## src/rtl/button_debouncer_if.sv

```systemverilog
`default_nettype none
// =============================================================================
// button_debouncer_if : raw button pin in, debounced level and event strobes out
// Rev 1.0
// =============================================================================
interface button_debouncer_if;
  logic i_btn_raw;
  logic o_db_level;
  logic o_press;
  logic o_release;
  logic o_step;

  modport master (
    output i_btn_raw,
    input  o_db_level,
    input  o_press,
    input  o_release,
    input  o_step
  );

  modport slave (
    input  i_btn_raw,
    output o_db_level,
    output o_press,
    output o_release,
    output o_step
  );
endinterface
`default_nettype wire

```

## src/rtl/button_debouncer.sv

```systemverilog
`default_nettype none
// =============================================================================
// button_debouncer : 2-flop sync, debounce and auto-repeat of one push button
// Rev 1.0
// =============================================================================
module button_debouncer #(
  parameter bit          ACTIVE_LOW      = 1'b1,
  parameter int unsigned DEBOUNCE_CYCLES = 120000,
  parameter int unsigned HOLD_CYCLES     = 6000000,
  parameter int unsigned REPEAT_CYCLES   = 1200000
) (
  input  wire logic         clk,
  input  wire logic         rst,
  button_debouncer_if.slave bus
);

  localparam logic [31:0] c_DEB_LAST    = 32'(DEBOUNCE_CYCLES - 1);
  localparam logic [31:0] c_HOLD_LAST   = 32'(HOLD_CYCLES - 1);
  localparam logic [31:0] c_REPEAT_LAST = 32'(REPEAT_CYCLES - 1);
  localparam logic        c_RAW_IDLE    = ACTIVE_LOW;

  typedef enum logic [2:0] {
    S_IDLE      = 3'd0,
    S_PRESS_CHK = 3'd1,
    S_HELD      = 3'd2,
    S_REPEAT    = 3'd3,
    S_REL_CHK   = 3'd4
  } state_t;

  state_t      r_state;
  logic [31:0] r_cnt;
  logic        r_sync1;
  logic        r_sync2;
  logic        r_db_level;
  logic        r_press;
  logic        r_release;
  logic        r_step;
  logic        w_btn_s;

  // Sync flops reset to the released pin level so no phantom press follows reset.
  always_ff @(posedge clk) begin
    if (rst) begin
      r_sync1 <= c_RAW_IDLE;
      r_sync2 <= c_RAW_IDLE;
    end else begin
      r_sync1 <= bus.i_btn_raw;
      r_sync2 <= r_sync1;
    end
  end

  assign w_btn_s = r_sync2 ^ ACTIVE_LOW;

  always_ff @(posedge clk) begin
    if (rst) begin
      r_state    <= S_IDLE;
      r_cnt      <= '0;
      r_db_level <= 1'b0;
      r_press    <= 1'b0;
      r_release  <= 1'b0;
      r_step     <= 1'b0;
    end else begin
      r_press   <= 1'b0;
      r_release <= 1'b0;
      r_step    <= 1'b0;
      case (r_state)
        S_IDLE: begin
          if (w_btn_s) begin
            r_state <= S_PRESS_CHK;
            r_cnt   <= '0;
          end
        end
        S_PRESS_CHK: begin
          if (!w_btn_s) begin
            r_state <= S_IDLE;
            r_cnt   <= '0;
          end else if (r_cnt == c_DEB_LAST) begin
            r_state    <= S_HELD;
            r_cnt      <= '0;
            r_press    <= 1'b1;
            r_step     <= 1'b1;
            r_db_level <= 1'b1;
          end else begin
            r_cnt <= r_cnt + 32'd1;
          end
        end
        S_HELD: begin
          if (!w_btn_s) begin
            r_state <= S_REL_CHK;
            r_cnt   <= '0;
          end else if (r_cnt == c_HOLD_LAST) begin
            r_state <= S_REPEAT;
            r_cnt   <= '0;
            r_step  <= 1'b1;
          end else begin
            r_cnt <= r_cnt + 32'd1;
          end
        end
        S_REPEAT: begin
          if (!w_btn_s) begin
            r_state <= S_REL_CHK;
            r_cnt   <= '0;
          end else if (r_cnt == c_REPEAT_LAST) begin
            r_cnt  <= '0;
            r_step <= 1'b1;
          end else begin
            r_cnt <= r_cnt + 32'd1;
          end
        end
        S_REL_CHK: begin
          // A bounce back to pressed re-enters HELD, so the hold delay starts over.
          if (w_btn_s) begin
            r_state <= S_HELD;
            r_cnt   <= '0;
          end else if (r_cnt == c_DEB_LAST) begin
            r_state    <= S_IDLE;
            r_cnt      <= '0;
            r_release  <= 1'b1;
            r_db_level <= 1'b0;
          end else begin
            r_cnt <= r_cnt + 32'd1;
          end
        end
        default: begin
          r_state    <= S_IDLE;
          r_cnt      <= '0;
          r_db_level <= 1'b0;
        end
      endcase
    end
  end

  assign bus.o_db_level = r_db_level;
  assign bus.o_press    = r_press;
  assign bus.o_release  = r_release;
  assign bus.o_step     = r_step;

endmodule
`default_nettype wire

```

## src/flat_wrapper.sv

```systemverilog
// flat-port wrapper written by rule: the top's interface ports become plain ports
module button_debouncer_flat 
#(
  parameter bit          ACTIVE_LOW      = 1'b1,
  parameter int unsigned DEBOUNCE_CYCLES = 120000,
  parameter int unsigned HOLD_CYCLES     = 6000000,
  parameter int unsigned REPEAT_CYCLES   = 1200000
)
  (clk, rst, bus_i_btn_raw, bus_o_db_level, bus_o_press, bus_o_release, bus_o_step);
  button_debouncer_if bus_i ();
  input  wire logic clk;
  input  wire logic rst;
  input wire logic [$bits(bus_i.i_btn_raw)-1:0] bus_i_btn_raw;
  output wire logic [$bits(bus_i.o_db_level)-1:0] bus_o_db_level;
  output wire logic [$bits(bus_i.o_press)-1:0] bus_o_press;
  output wire logic [$bits(bus_i.o_release)-1:0] bus_o_release;
  output wire logic [$bits(bus_i.o_step)-1:0] bus_o_step;
  assign bus_i.i_btn_raw = bus_i_btn_raw;
  assign bus_o_db_level = bus_i.o_db_level;
  assign bus_o_press = bus_i.o_press;
  assign bus_o_release = bus_i.o_release;
  assign bus_o_step = bus_i.o_step;
  button_debouncer #(.ACTIVE_LOW(ACTIVE_LOW), .DEBOUNCE_CYCLES(DEBOUNCE_CYCLES), .HOLD_CYCLES(HOLD_CYCLES), .REPEAT_CYCLES(REPEAT_CYCLES)) u_core (.clk(clk), .rst(rst), .bus(bus_i));
endmodule
```

## config.mk

```make
export PLATFORM = sky130hd
export DESIGN_NAME = button_debouncer_flat
export DESIGN_NICKNAME = d
export VERILOG_FILES = /design/src/rtl/button_debouncer_if.sv /design/src/rtl/button_debouncer.sv /design/src/flat_wrapper.sv
export SDC_FILE = /design/constraint.sdc
export NUM_CORES = 1
export LEC_CHECK = 0
export ABC_AREA = 0
export ABC_CLOCK_PERIOD_IN_PS = 3000
export CORE_MARGIN = 1.5
export CORE_UTILIZATION = 35
export CTS_CLUSTER_SIZE = 20
export DETAILED_ROUTE_END_ITERATION = 8
export PLACE_DENSITY = 0.58
export SLEW_MARGIN = 40
export SYNTH_ARGS = -nofsm -noshare
export SYNTH_HDL_FRONTEND = slang
export SYNTH_SLANG_ARGS = --single-unit
```

## constraint.sdc

```tcl
create_clock -name clk -period 3 [get_ports clk]
set_clock_uncertainty 0.15 [all_clocks]
set_input_delay 0.45 -clock clk [delete_from_list [all_inputs] [get_ports clk]]
set_output_delay 0.45 -clock clk [all_outputs]
set_load 0.01 [all_outputs]
```

Yosys cells after proc, flatten, opt, wreduce, memory -nomap -nowiden. Index checks and enable logic that the tools add are counted.

Word-level logic and storage cells: 65. Register bits after elaboration: 41. Output and inout bits: 4. Input port bits: 3.

Bitwise operators: 4. Equality and inequality tests: 16. Reduce and logical (&&, ||, !) cells: 6. Add/sub/neg operators: 1. Muxes and demuxes: 30.

Operators by type and width (number): 32-bit two-way mux (8); 32-bit case mux with 5 select lines (1); 32-bit by 1-bit adder with 32-bit output (second input constant) (1); 32-bit by 17-bit equality test with 1-bit output (second input constant) (1); 32-bit by 21-bit equality test with 1-bit output (second input constant) (1); 32-bit by 23-bit equality test with 1-bit output (second input constant) (1); 3-bit two-way mux (8); 3-bit case mux with 5 select lines (1); 1-bit two-way mux (10); 5-bit AND reduction (2); 2-bit by 1-bit inequality test with 1-bit output (second input constant) (4); 3-bit by 2-bit equality test with 1-bit output (second input constant) (2); 3-bit by 1-bit inequality test with 1-bit output (second input constant) (2); 1-bit case mux with 3 select lines (2); 3-bit OR reduction (2); 2-bit inequality test (second input constant) (2); 1-bit NOT (4); 3-bit by 1-bit equality test with 1-bit output (second input constant) (1); 3-bit equality test (second input constant) (1); 3-bit logical NOT (1); 3-bit inequality test (second input constant) (1); 2-bit OR reduction (1).

Logic depth before layout (Yosys ltp).
Depth in word-level cells: 4. Depth in mapped cells: 9. Gate-level depth less buffers: 7.

Worst setup path before layout. No wires, ideal clock.

Kind: register -> register. Start point: reg u_core.r_cnt[0]. End point: reg u_core.r_cnt[11]. Stages on the path, launching flop included: 9. Period minus slack after synthesis: 2.430 ns. Data required time: 2.733 ns. Slack: 0.570 ns. Arrival: 2.163 ns. Setup time: 0.117 ns. Path buffers: 2. Cell sequence: dfxtp_1 -> ha_1 -> nand3_1 -> or4_4 -> o31ai_4 -> o22ai_2 -> buf_6 -> buf_6 -> a22o_1.

Longest elaborated chain between the ends: 4. Elaborated cells on any way between the ends: 12. Classes of those cells: add/sub: 1; eq/ne: 3; mux: 8.

RTL lines: from (decl) (RTL line button_debouncer.sv:31) `logic [31:0] r_cnt;`; from (signal assigned) (RTL line button_debouncer.sv:83) `r_cnt <= r_cnt + 32'd1;`; from (signal assigned) (RTL line button_debouncer.sv:95) `r_cnt <= r_cnt + 32'd1;`; from (signal assigned) (RTL line button_debouncer.sv:106) `r_cnt <= r_cnt + 32'd1;`; 32-bit by 1-bit adder with 32-bit output (tied with other cells); 32-bit two-way mux (on tied branches) (2 in series); 32-bit case mux with 5 select lines (*) (RTL line button_debouncer.sv:65) `case (r_state)`.

Mark *: on every way between the ends. The rest lies on a longest branch, timed or not. A chain may end at the register's enable or synchronous reset.

Final worst setup path.
Start point: reg u_core.r_cnt[0]. End point: reg u_core.r_cnt[17].

The elaborated chain is that of the path after synthesis.

==> impl_metrics.tcl <==
set metrics [dict create \
    outcome "complete, no violations" \
    drive_above_1_share_pct 8.70 \
    synth_cell_types 46 \
    clock_latency_ns 0.29 \
    drtPass1Iterations 4 \
    rows 28 \
    grt_pass1_wl_mm 8.34 \
    antenna_cells 0 \
    grt_pass1_vias 1715 \
    setup_tns_ns 0 \
    cts_tree "done" \
    antenna_found_initial 0 \
    drv_slew 0 \
    setup_viol 0 \
    cp_max_fo 18 \
    fmax_mhz 359 \
    fin_cells 351 \
    synth_flop_cell "dfxtp_1" \
    hold_path.class "reg2reg" \
    crit_chain "ha_1, nand3_1, or2_2, a2111oi_2, o22ai_2, buf_4, a31oi_1, a31oi_1" \
    drt_iter0_drc 86 \
    vias 1966 \
    worst_ep_arrival_time_ns 2.79 \
    start_util_pct 36.1 \
    dp_hpwl_mm 3.47 \
    dpl.cell_count 344 \
    syn_nets 271 \
    die_area_um2 6540 \
    gp_congestion 0.819 \
    wl_per_cell_um 14.0 \
    crit_type "reg2reg" \
    cts_resized 0 \
    fin_nets 280 \
    viasPerCell 5.60 \
    synthesis.area_um2 2120 \
    grt_max_degree 20 \
    grt.overflow.total 0 \
    power.leakage_uw 0.000737 \
    cpPeakStageDelay_ns 0.45 \
    layout-area-overhead-vs-synth_pct 11.4 \
    postCtsHoldBufs 0 \
    cpMaxStageDelayCell "a2111oi_2" \
    numPortBuffers 6 \
    seq_area_frac_synth_pct 38.7 \
    tightest_slew_ns 0.697 \
    post-cts-setup-buffers 0 \
    cell_internal_pwr_uw 739 \
    core_um2 5890 \
    crit_required_ns 3.01 \
    cts_buffers 5 \
    fin_crit_sh_pct 92.8 \
    powerDensity_nw_per_um2 401 \
    synthesis.instances 267 \
    cpLargestDelayFamily "compound AO/OA/AOI/OAI gates" \
    clk_pin_slew_worst_paths_ns 0.08 \
    worst-r2r-setup-slack_ns 0.22 \
    cp_num_buf_inv 1 \
    root_buffer "clkbuf_8" \
    max_slew_margin_pct 53.6 \
    p_comb_share_pct 3.3 \
    syn_area_per_cell_um2 7.95 \
    drc_errors 0 \
    ios 7 \
    clock-sinks 41 \
    clockBufferDepth 2 \
    die_width_um 80.9 \
    irDropWorstVdd_v 0.000164 \
    grt.total_usage_pct 16.4 \
    max-cap-violations 0 \
    grt_setup_unrepaired "no" \
    start_kind "flip-flop" \
    chipHeight_um 80.9 \
    cp_common_cell "a31oi_1" \
    hold_viol 0 \
    async_reset_ff_share_pct 0 \
    cp-end-kind "flip-flop" \
    p_seq_share_pct 57.8 \
    htree_levels 2 \
    ant_nets 0 \
    period_minus_slack_ns 2.78 \
    power_frac_clock_pct 38.9 \
    synth-seq-cells 41 \
    synth_warnings 0 \
    routed_wl_mm 4.91 \
    power.share.switching_pct 22.0 \
    p_sw_uw 208 \
    synth-edff-count 0 \
]
## Yosys cell counts, types with 6 or more instances
cell	n	share of area [%]
dfxtp_1	41	39
nand2_1	39	6.9
o21ai_0	20	4.7
a21oi_1	17	4.0
nor2_1	17	3.0
a31oi_1	13	3.8
nor3_1	13	3.1
nand3_1	11	2.6
nand4_1	11	3.2
clkbuf_1	7	1.2
xnor2_1	7	2.9
xor2_1	7	2.9
and3_1	6	1.8
inv_1	6	1.1
## final cells by class
class | instances | area [um^2]
fill | 621 | 3520
multi-input combinational | 208 | 1220
sequential | 41 | 821
timing repair buffer | 14 | 120
tap | 75 | 93.8
clock buffer | 7 | 86.3
inverter | 6 | 22.5
## worst reg2reg max path: stages (launching register included)
cell and delay, ns:
dfxtp_1 0.41, ha_1 0.23, nand3_1 0.18, or2_2 0.40, a2111oi_2 0.45, o22ai_2 0.37, buf_4 0.27, a31oi_1 0.13
a31oi_1 0.05
## path summary, 6_finish.rpt
check                       start               end  cells after the start
setup / recovery  u_core.r_cnt[0]  u_core.r_cnt[17]                      8
hold / removal     u_core.r_sync1    u_core.r_sync2                      1
setup reg to reg  u_core.r_cnt[0]  u_core.r_cnt[17]                      8
hold reg to reg    u_core.r_sync1    u_core.r_sync2                      1
## per-stage QoR
step / cell area, um^2 / power [uW] / setup slack (ns) / util (%) / hold slack, ns
floorplan: 2120 / 579 / 0.570 / - / 0.239
global placement: 2280 / 592 / 0.321 / 38.7 / 0.248
detailed placement: 2280 / 592 / 0.234 / 38.7 / 0.257
CTS: 2360 / 960 / 0.227 / 40.2 / 0.278
global route: 2360 / 982 / 0.00494 / 40.2 / 0.298
finish: 2360 / 947 / 0.217 / 40.2 / 0.269
## layout by cell type, fill, tap and decap left out, drive strengths merged, types with 2 or more instances in the layout
cell	netlist	layout
dfxtp	41	41
nand2	39	39
o21ai	21	21
nor2	17	17
a21oi	17	17
a31oi	13	13
nor3	13	13
nand4	11	11
nand3	11	11
buf	5	8
xor2	7	7
xnor2	7	7
clkbuf	7	7
inv	6	6
and3	6	6
clkdlybuf4s50	0	6
or4	4	4
nor4	3	3
nor4b	3	3
or2	3	3
nand2b	3	3
nand4b	2	2
nand3b	2	2
or3	2	2
a22o	2	2
a21o	2	2
nor2b	2	2
a22oi	2	2
or3b	2	2
o22ai	2	2
## routing by layer
metal  GRT usage (%)  share of wire, %  vias to the layer above
li1                -                 -                      996
met1            22.8                51                      923
met2            25.3                44                       40
met3            3.03               4.0                        7
met4            5.69               1.5                        0
met5               0                 0                        -
## registers in the layout, indices dropped and copies added, names as in the netlist
signal                 cells
u_core.bus.o_db_level      1
u_core.bus.o_release       1
u_core.r_cnt              32
u_core.r_sync1             1
u_core.bus.o_step          1
u_core.bus.o_press         1
u_core.r_state             3
u_core.r_sync2             1
## power by group through the flow
stage | registers, uW | clock network (uW) | logic (uW)
CTS | 547 | 381 | 31.7
global placement | 560 | 0 | 31.4
global route | 548 | 399 | 34.7
detailed placement | 560 | 0 | 31.6
finish | 548 | 368 | 31.3
floorplan | 560 | 0 | 19.0
## cells by family (layout without fill, tap and decap cells)
family                   after synthesis  in the layout  share of synthesized area (%)
AO/OA/AOI/OAI                         67             67                           20.0
XOR/XNOR                              14             14                           5.78
adder cells (fa/ha/maj)                1              1                          0.590
buffers and inverters                 18             27                           4.07
flip-flops                            41             41                           38.7
AND/OR/NAND/NOR                      126            126                           30.9
Power figures use the tool's default switching activity.
